**src/rtl/bit_serializer_pkg.sv**
```systemverilog
// Shared types and defaults for the bit serializer and its downstream detector bench.
// No logic; pure declarations.
// No flow control.
package bit_serializer_pkg;

    // Serializer control state.
    typedef enum logic {
        IDLE  = 1'b0,
        SHIFT = 1'b1
    } state_t;

    // Default word width.
    localparam int unsigned DEF_WIDTH = 8;

    // Level placed on the serial line when nothing is being shifted.
    localparam logic DEF_IDLE_BIT = 1'b0;

    // Bit-counter width for a given word width (counter runs WIDTH-1 down to 0).
    function automatic int unsigned cnt_width(input int unsigned width);
        return $clog2(width);
    endfunction

endpackage

```
**src/rtl/bit_serializer.sv**
```systemverilog
// Parallel-to-serial converter feeding the sequence detector: one bit per clk, no gaps between words.
// Latency: first bit on ser_out the cycle after the accepting edge.
// Backpressure: one-entry hold register; in_ready low only while the hold register is occupied.
module bit_serializer
    import bit_serializer_pkg::*;
#(
    parameter int unsigned WIDTH     = DEF_WIDTH,
    parameter bit          MSB_FIRST = 1'b1,
    parameter logic        IDLE_BIT  = DEF_IDLE_BIT
) (
    input  logic             clk,
    input  logic             rst,
    input  logic [WIDTH-1:0] in_data,
    input  logic             in_valid,
    output logic             in_ready,
    output logic             ser_out,
    output logic             ser_valid,
    output logic             word_start,
    output logic             word_done,
    output logic             underrun
);

    localparam int unsigned      CNT_W    = cnt_width(WIDTH);
    localparam logic [CNT_W-1:0] CNT_LAST = CNT_W'(WIDTH - 1);
    localparam logic [CNT_W-1:0] CNT_ONE  = CNT_W'(1);

    state_t             state_q;
    state_t             state_d;
    logic [WIDTH-1:0]   sreg_q;
    logic [CNT_W-1:0]   cnt_q;
    logic [WIDTH-1:0]   hold_q;
    logic               hold_full_q;
    logic               underrun_q;

    logic               accept;
    logic               at_boundary;
    logic               stop;
    logic               head;
    logic [WIDTH-1:0]   shifted;

    // Ready depends only on the hold register, so the producer never sees a path from ser_* logic.
    assign in_ready    = !hold_full_q && !rst;
    assign accept      = in_valid && in_ready;
    assign at_boundary = (state_q == SHIFT) && (cnt_q == '0);
    // Last bit going out with nothing held and nothing offered: the stream breaks here.
    assign stop        = at_boundary && !hold_full_q && !accept;

    assign head    = MSB_FIRST ? sreg_q[WIDTH-1] : sreg_q[0];
    assign shifted = MSB_FIRST ? {sreg_q[WIDTH-2:0], IDLE_BIT}
                               : {IDLE_BIT, sreg_q[WIDTH-1:1]};

    assign underrun = underrun_q;

    // State register.
    always_ff @(posedge clk or posedge rst) begin
        if (rst) begin
            state_q <= IDLE;
        end else begin
            state_q <= state_d;
        end
    end

    // Next state: leave IDLE on an accept, fall back to IDLE only when the stream runs dry.
    always_comb begin
        state_d = state_q;
        case (state_q)
            IDLE:    if (accept) state_d = SHIFT;
            SHIFT:   if (stop)   state_d = IDLE;
            default: state_d = IDLE;
        endcase
    end

    // Shifter, bit counter, hold register and underrun pulse.
    always_ff @(posedge clk or posedge rst) begin
        if (rst) begin
            sreg_q      <= {WIDTH{IDLE_BIT}};
            cnt_q       <= '0;
            hold_q      <= '0;
            hold_full_q <= 1'b0;
            underrun_q  <= 1'b0;
        end else begin
            underrun_q <= stop;
            case (state_q)
                IDLE: begin
                    if (accept) begin
                        sreg_q <= in_data;
                        cnt_q  <= CNT_LAST;
                    end
                end
                SHIFT: begin
                    if (cnt_q != '0) begin
                        sreg_q <= shifted;
                        cnt_q  <= cnt_q - CNT_ONE;
                        if (accept) begin
                            hold_q      <= in_data;
                            hold_full_q <= 1'b1;
                        end
                    end else if (hold_full_q) begin
                        // Word boundary: drain the held word with no gap.
                        sreg_q      <= hold_q;
                        hold_full_q <= 1'b0;
                        cnt_q       <= CNT_LAST;
                    end else if (accept) begin
                        // Word boundary with an empty hold: bypass straight into the shifter.
                        sreg_q <= in_data;
                        cnt_q  <= CNT_LAST;
                    end else begin
                        sreg_q <= {WIDTH{IDLE_BIT}};
                    end
                end
                default: begin
                    sreg_q <= {WIDTH{IDLE_BIT}};
                end
            endcase
        end
    end

    // Serial outputs come only from registered state.
    always_comb begin
        ser_out    = IDLE_BIT;
        ser_valid  = 1'b0;
        word_start = 1'b0;
        word_done  = 1'b0;
        if (state_q == SHIFT) begin
            ser_out    = head;
            ser_valid  = 1'b1;
            word_start = (cnt_q == CNT_LAST);
            word_done  = (cnt_q == '0);
        end
    end

endmodule
```
**config.mk**
```make
export PLATFORM = sky130hd
export DESIGN_NAME = bit_serializer
export DESIGN_NICKNAME = d
export VERILOG_FILES = /design/src/rtl/bit_serializer_pkg.sv /design/src/rtl/bit_serializer.sv
export SDC_FILE = /design/constraint.sdc
export NUM_CORES = 1
export LEC_CHECK = 0
export CAP_MARGIN = 20
export CORE_MARGIN = 1.5
export CORE_UTILIZATION = 47
export CTS_CLUSTER_SIZE = 12
export DETAILED_ROUTE_END_ITERATION = 8
export GPL_TIMING_DRIVEN = 0
export PLACE_DENSITY = 0.73
export SKIP_LAST_GASP = 1
export SLEW_MARGIN = 20
export SYNTH_ARGS = -nofsm -noshare
export SYNTH_HDL_FRONTEND = slang
export SYNTH_SLANG_ARGS = --single-unit
```
**constraint.sdc**
```tcl
create_clock -name clk -period 1.5 [get_ports clk]
set_input_delay 0.15 -clock clk [delete_from_list [all_inputs] [get_ports clk]]
set_output_delay 0.15 -clock clk [all_outputs]
set_load 0.01 [all_outputs]
```
==> results of run 1 <==
==> stage by stage <==
stage               cells  setup WS (ns)
CTS                   159        -0.0882
floorplan             102        -0.0195
global placement      146         -0.402
finish                163        -0.0822
global route          163         -0.136
detailed placement    146         -0.415
==> area by class of cell <==
cell class,instances,share of cell area [%]
Buffer,8,5.70
Clock buffer,3,1.39
Clock inverter,1,1.85
Inverter,6,1.39
Multi-Input combinational cell,66,38.0
Sequential cell,22,33.9
Tap cell,28,2.16
Timing Repair Buffer,29,15.7
==> flip-flops by register name (all words and copies together), names as in the netlist <==
register     count
hold_full_q      1
cnt_q            3
underrun         1
sreg_q           8
hold_q           8
state_q          1
==> what timing repair did <==
item                                    CTS  global route
gates cloned                              1             0
resized for setup                        38            14
hold buffers                              0             0
endpoints found under the setup margin   20            22
pin swaps                                 4             5
setup buffers                             8             4
==> layer usage <==
metal,GRT usage (%),wire length [microns],vias to the layer above,share of wire (%)
li1,-,-,452,-
met1,30.3,1290,462,48
met2,36.5,1310,16,48
met3,3.43,67,4,2.5
met4,6.41,30,0,1.1
met5,0,0,-,0
==> worst paths after layout <==
kind,start,endpoint,slack [ns],depth (start not counted)
worst max-delay path,cnt_q[1],word_done,-0.08,6
worst max register to register,hold_full_q,hold_q[0],0,4
min in group asynchronous,rst,hold_q[7],0.50,3
max in group asynchronous,rst,cnt_q[1],0.48,3
worst min register to register,sreg_q[7],sreg_q[7],0.53,1
worst min-delay path,in_data[6],hold_q[6],0.46,2
==> placed cells by master, fill, tap and decap left out, drive strengths merged, types with 2 or more instances in the layout <==
| master | n |
|---|---|
| and2 | 2 |
| nor3 | 2 |
| or4bb | 7 |
| a221o | 7 |
| clkbuf | 5 |
| nor2 | 3 |
| nand3 | 8 |
| and3 | 2 |
| clkdlybuf4s50 | 12 |
| buf | 23 |
| mux2 | 8 |
| nand2b | 2 |
| ha | 3 |
| a22oi | 9 |
| inv | 6 |
| a21oi | 7 |
| dfrtp | 22 |
==> logic make-up (layout without fill, tap and decap cells) <==
group           Yosys count  after routing  synth area share, %
simple gates             29             29                 19.2
compound gates           25             25                 16.7
fa+ha+maj                 3              3                 3.22
buf+inv                  14             47                 5.04
flops                    22             22                 47.2
mux                       9              9                 8.58
==> power by group through the flow <==
stage | sequential [mW] | clock (mW) | combinational, mW
floorplan | 0.937 | 0 | 0.728
global placement | 0.972 | 0 | 0.939
detailed placement | 0.981 | 0 | 0.960
CTS | 0.969 | 0.472 | 1.20
global route | 1.00 | 0.493 | 1.44
finish | 0.980 | 0.465 | 1.32
==> critical path: cells and delay by family (launching register included) <==
family                   cells  cell delay [ns]
flip-flops                   1             0.41
AND/OR/NAND/NOR              2             0.30
buffers and inverters        3             0.24
adder cells (fa/ha/maj)      1             0.15
==> flow_metrics.py, run 1 <==
metrics = {
    "final_layout": {
        "antenna-diode-count": 0,
        "nFillCells": 171,
        "finalNetCount": 150,
        "post_route_cells_drive_above_1_share_pct": 45.9,
        "layout.cell_area.non_filler_sq_mm": 0.00163,
        "core_occupancy_in_the_finished_layout_pct": 71.4,
        "area_growth_from_synthesis_to_final_layout_pct": 39.4,
        "combined_area_of_the_multi_input_logic_cells_sq_um": 617,
        "ff_latch_area_sq_um": 551,
    },
    "setup_path": {
        "cp-end-kind": "primary output",
        "cell_chain_critical_path": "inv_2, ha_4, nand2b_4, or2_4, inv_2, buf_6",
        "arrival_ns": 1.43,
        "timing.setup.critical_path_class": "reg2out",
        "path_common_cell": "sky130_fd_sc_hd__inv_2",
        "startpoint_type": "register",
        "stage_delay_of_the_slowest_cell_on_the_critical_path_ns": 0.41,
        "worst-endpoint-required_ns": 1.35,
        "cell_with_the_biggest_individual_delay_on_the_critical_path": "sky130_fd_sc_hd__dfrtp_1",
        "crit_fanout": 4,
    },
    "yosys": {
        "synth_async_sr_flop_share_pct": 100,
        "ys_top_cells_by_area": "sky130_fd_sc_hd__dfrtp_1, sky130_fd_sc_hd__mux2_2, sky130_fd_sc_hd__or4bb_2, sky130_fd_sc_hd__a22oi_1, sky130_fd_sc_hd__a221o_2",
        "synth.distinct_cells": 27,
        "synth-warning-count": 0,
        "synth_commonest_cells": "sky130_fd_sc_hd__dfrtp_1, sky130_fd_sc_hd__a22oi_1, sky130_fd_sc_hd__mux2_2",
        "synth_cells": 102,
        "mappedNetlistArea_sq_mm": 0.00117,
        "yosys.cell_count.top_type": "sky130_fd_sc_hd__dfrtp_1",
        "synth-seq-area-share_pct": 47.2,
        "synth.top_cell.area_share_pct": 47.2,
        "synth_nets": 116,
        "synth_ff_type": "sky130_fd_sc_hd__dfrtp_1",
        "postSynthAreaPerCell_sq_um": 11.4,
        "synth-edff-count": 0,
        "synth_largest_area_cell": "sky130_fd_sc_hd__dfrtp_1",
        "ys_ff_latch": 22,
    },
    "clock_network": {
        "total_cts_buffers": 3,
        "tritoncts": "built",
        "cts_buffer_depth": 2,
        "cts_sink_cnt": 22,
        "htree_levels": 1,
        "clk_pin_slew_ns": 0.13,
        "clock_insertion_delay_worst_skew_ns": 0.32,
        "clock-root-buffer": "sky130_fd_sc_hd__clkbuf_4",
    },
    "detailed_routing": {
        "num_vias": 934,
        "routed_wire_length_per_instance_microns": 16.5,
        "drt_iter0_markers": 21,
        "drt_first_pass_iters": 4,
        "via_per_inst": 5.73,
        "number_of_antenna_violating_nets_in_the_routed_design": 0,
        "drc_markers": 0,
        "routed_wirelength_mm": 2.69,
    },
    "place": {
        "numPortBuffers": 16,
        "place.gp.congestion": 0.739,
        "dpl-instance-area_sq_mm": 0.00137,
        "dp.final_hpwl_mm": 1.63,
    },
    "global_route": {
        "grtUsageTotal_pct": 22.2,
        "global_route_wire_length_before_repair_mm": 4.40,
        "grt_remaining_overflow": 0,
        "grt_antenna_before_repair": 0,
        "grt_start_max_net_pins": 23,
        "grt_pass1_vias": 912,
    },
    "floorplan": {
        "rows": 17,
        "placeableCoreArea_sq_mm": 0.00228,
        "fp.dieH_microns": 52.8,
        "floorplan.die.width_microns": 52.8,
        "area_enclosed_by_the_die_boundary_sq_mm": 0.00279,
        "top_level_ports": 17,
        "starting_density_of_the_core_pct": 51.2,
    },
    "timing": {
        "final_total_negative_setup_slack_ns": -0.0849,
        "final.hold.worst_slack_ns": 0.458,
        "fmaxAchievable_mhz": 632,
        "fin_crit_sh_pct": 105,
        "finalWorstSetupSlack_ns": -0.0822,
        "tightest_slew_ns": 0.846,
        "layout_min_cycle_time_ns": 1.58,
        "setup_violations": 3,
        "final_report_max_slew_violation_count": 0,
        "clock_skew_ns": 0.00379,
        "grt_setup_unrepaired": "yes",
        "slew-limit-headroom_pct": 43.5,
        "timing.final.hold_violations": 0,
    },
    "pwr": {
        "leakage_nw": 0.738,
        "design_power_total_mw": 2.77,
        "pwr-share-clk_pct": 16.8,
        "pwr-share-seq_pct": 35.4,
        "power_per_cell_area_mw_per_mm2": 1700,
        "power.share.combinational_pct": 47.8,
        "netSwitchingFraction_pct": 33.1,
        "total_switching_power_mw": 0.916,
        "p_int_mw": 1.85,
        "irDropWorstVdd_mv": 1.05,
    },
    "run_status": {
        "violations": "negative setup slack",
        "status": "complete, but fails checks",
    },
    "job": {
        "timing.max_cap.violations": 0,
    },
    "worst_hold_path": {
        "min-delay-path-class": "in2reg",
    },
}
No activity file was read; power rests on OpenSTA's default activity.
==> inputs of run 2 (changes only) <==
==> constraint.sdc (replaced) <==
create_clock -name clk -period 1.35 [get_ports clk]
set_input_delay 0.135 -clock clk [delete_from_list [all_inputs] [get_ports clk]]
set_output_delay 0.135 -clock clk [all_outputs]
set_load 0.01 [all_outputs]
==> run 2 against run 1 <==
  * The flow still finishes with violations (negative setup slack)
  * Power grew 18%
  * Count of clock-buffer cells in the layout is the same
  * Sequential cell count is the same
  * Critical path type unchanged
  * Largest power group unchanged
==> flow_metrics.py, run 2 (same netlist as run 1, synthesis figures left out) <==
metrics = {
    "final_layout": {
        "core_occupancy_in_the_finished_layout_pct": 76.4,
        "post_route_cells_drive_above_1_share_pct": 55.7,
        "layout_common_cells": "sky130_fd_sc_hd__dfrtp_1, sky130_fd_sc_hd__buf_4, sky130_fd_sc_hd__clkdlybuf4s50_1",
        "finish.cell_count_without_fillers": 168,
        "finalNetCount": 155,
        "area_growth_from_synthesis_to_final_layout_pct": 49.1,
        "layout.cell_area.non_filler_sq_mm": 0.00174,
        "layout_commonest_cell": "sky130_fd_sc_hd__dfrtp_1",
        "reg_top3": "hold_q (8), sreg_q (8), cnt_q (3)",
        "antenna-diode-count": 0,
    },
    "detailed_routing": {
        "num_vias": 1017,
        "drt_iter0_markers": 20,
        "drt_first_pass_iters": 6,
        "drc_markers": 0,
        "via_per_inst": 6.05,
        "number_of_antenna_violating_nets_in_the_routed_design": 0,
        "routed_wire_length_per_instance_microns": 18.0,
        "routed_wirelength_mm": 3.03,
    },
    "job": {
        "timing.max_cap.violations": 0,
    },
    "floorplan": {
        "starting_density_of_the_core_pct": 51.2,
        "fp.dieH_microns": 52.8,
        "floorplan.die.width_microns": 52.8,
        "rows": 17,
        "top_level_ports": 17,
        "area_enclosed_by_the_die_boundary_sq_mm": 0.00279,
        "placeableCoreArea_sq_mm": 0.00228,
    },
    "setup_path": {
        "timing.setup.critical_path_class": "reg2out",
        "crit_fanout": 4,
        "worstReg2RegStart": "hold_full_q",
        "setup.reg_to_reg.worst_slack_ns": -0.21,
        "arrival_ns": 1.44,
        "setup.worst_path.end": "word_done",
        "cp-end-kind": "primary output",
        "worst-endpoint-required_ns": 1.22,
        "worst_r2r_path_depth": 3,
        "timing.rr.end": "sreg_q[7]",
        "worstSetupStartpoint": "cnt_q[1]",
        "startpoint_type": "register",
    },
    "clock_network": {
        "clock-root-buffer": "sky130_fd_sc_hd__clkbuf_4",
        "clock_insertion_delay_worst_skew_ns": 0.32,
        "post_cts_hold_buffer_count": 0,
        "cts_sink_cnt": 22,
        "total_cts_buffers": 3,
        "cts_buffer_depth": 2,
        "tritoncts": "built",
        "htree_levels": 1,
        "clk_pin_slew_ns": 0.13,
    },
    "pwr": {
        "power_per_cell_area_mw_per_mm2": 1880,
        "irDropWorstVdd_mv": 1.45,
        "leakage_nw": 0.795,
        "design_power_total_mw": 3.28,
    },
    "place": {
        "placed_cells": 146,
        "place.gp.congestion": 0.760,
        "numPortBuffers": 16,
        "dpl-instance-area_sq_mm": 0.00137,
        "dpl_worst_slack_ns": -0.529,
        "dp.final_hpwl_mm": 1.74,
    },
    "global_route": {
        "grt_remaining_overflow": 0,
        "grtUsageTotal_pct": 23.3,
        "grt_start_max_net_pins": 23,
        "grt_pass1_vias": 1018,
        "global_route_wire_length_before_repair_mm": 4.63,
        "grt_antenna_before_repair": 0,
    },
    "timing": {
        "grt_setup_unrepaired": "yes",
        "final.hold.worst_slack_ns": 0.444,
        "fin_crit_sh_pct": 117,
        "final_total_negative_setup_slack_ns": -2.53,
        "clock_skew_ns": 0.00595,
        "finalWorstSetupSlack_ns": -0.224,
        "timing.final.hold_violations": 0,
        "final_report_max_slew_violation_count": 0,
        "layout_min_cycle_time_ns": 1.57,
        "slew-limit-headroom_pct": 43.0,
        "tightest_slew_ns": 0.854,
        "setup_violations": 20,
        "fmaxAchievable_mhz": 635,
    },
    "worst_hold_path": {
        "min-delay-path-class": "in2reg",
    },
    "run_status": {
        "status": "complete, but fails checks",
        "violations": "negative setup slack",
    },
}
run 2: area by class of cell:
type,instances,area [sq um]
repair buffers,35,318
inverters,6,22.5
well taps,28,35.0
multi-input cells,66,673
flip-flops and latches,22,551
plain buffers,7,87.6
fillers,150,537
clock buffers,3,22.5
clock inverters,1,30.0
run 2: worst min path at each step:
| stage | slack, ns | startpoint | cells past startpoint | to |
|---|---|---|---|---|
| 2_1_floorplan | 0.28 | rst | 2 | cnt_q[0] |
| 3_3_place_gp | 0.49 | hold_q[3] | 1 | hold_q[3] |
| 3_5_place_dp | 0.50 | sreg_q[7] | 1 | sreg_q[7] |
| 4_1_cts | 0.44 | in_data[6] | 2 | hold_q[6] |
| 5_1_grt | 0.45 | in_data[5] | 2 | hold_q[5] |
| 6_report | 0.44 | in_data[6] | 2 | hold_q[6] |
run 2: report_power, final:
group	total (mW)	switching [mW]	internal [mW]	leakage, nW
sequential	1.11	0.191	0.919	0.271
clock	0.519	0.219	0.300	0.0279
combinational	1.65	0.708	0.940	0.496
run 2: critical path, stage by stage (launching register included):
cell and delay, ns:
sky130_fd_sc_hd__dfrtp_1 0.43, sky130_fd_sc_hd__inv_2 0.08, sky130_fd_sc_hd__ha_4 0.14, sky130_fd_sc_hd__nand2b_4 0.07, sky130_fd_sc_hd__or2_4 0.24, sky130_fd_sc_hd__inv_2 0.07
sky130_fd_sc_hd__buf_6 0.09
run 2: what timing repair did:
action                                  CTS  global route
setup buffers                            14             5
pin swaps                                 7             5
resized for setup                        52            19
hold endpoints to repair                  0             0
cloned                                    1             0
endpoints found under the setup margin   27            25
run 2: routing by layer:
layer  routed length [microns]  part of all wire, %  vias up  GRT usage (%)
met3                       157                  5.2       11           4.86
met5                         0                    0        -              0
met2                      1530                   50       42           37.5
li1                          -                    -      461              -
met1                      1260                   42      503           31.1
met4                        80                  2.6        0           8.12
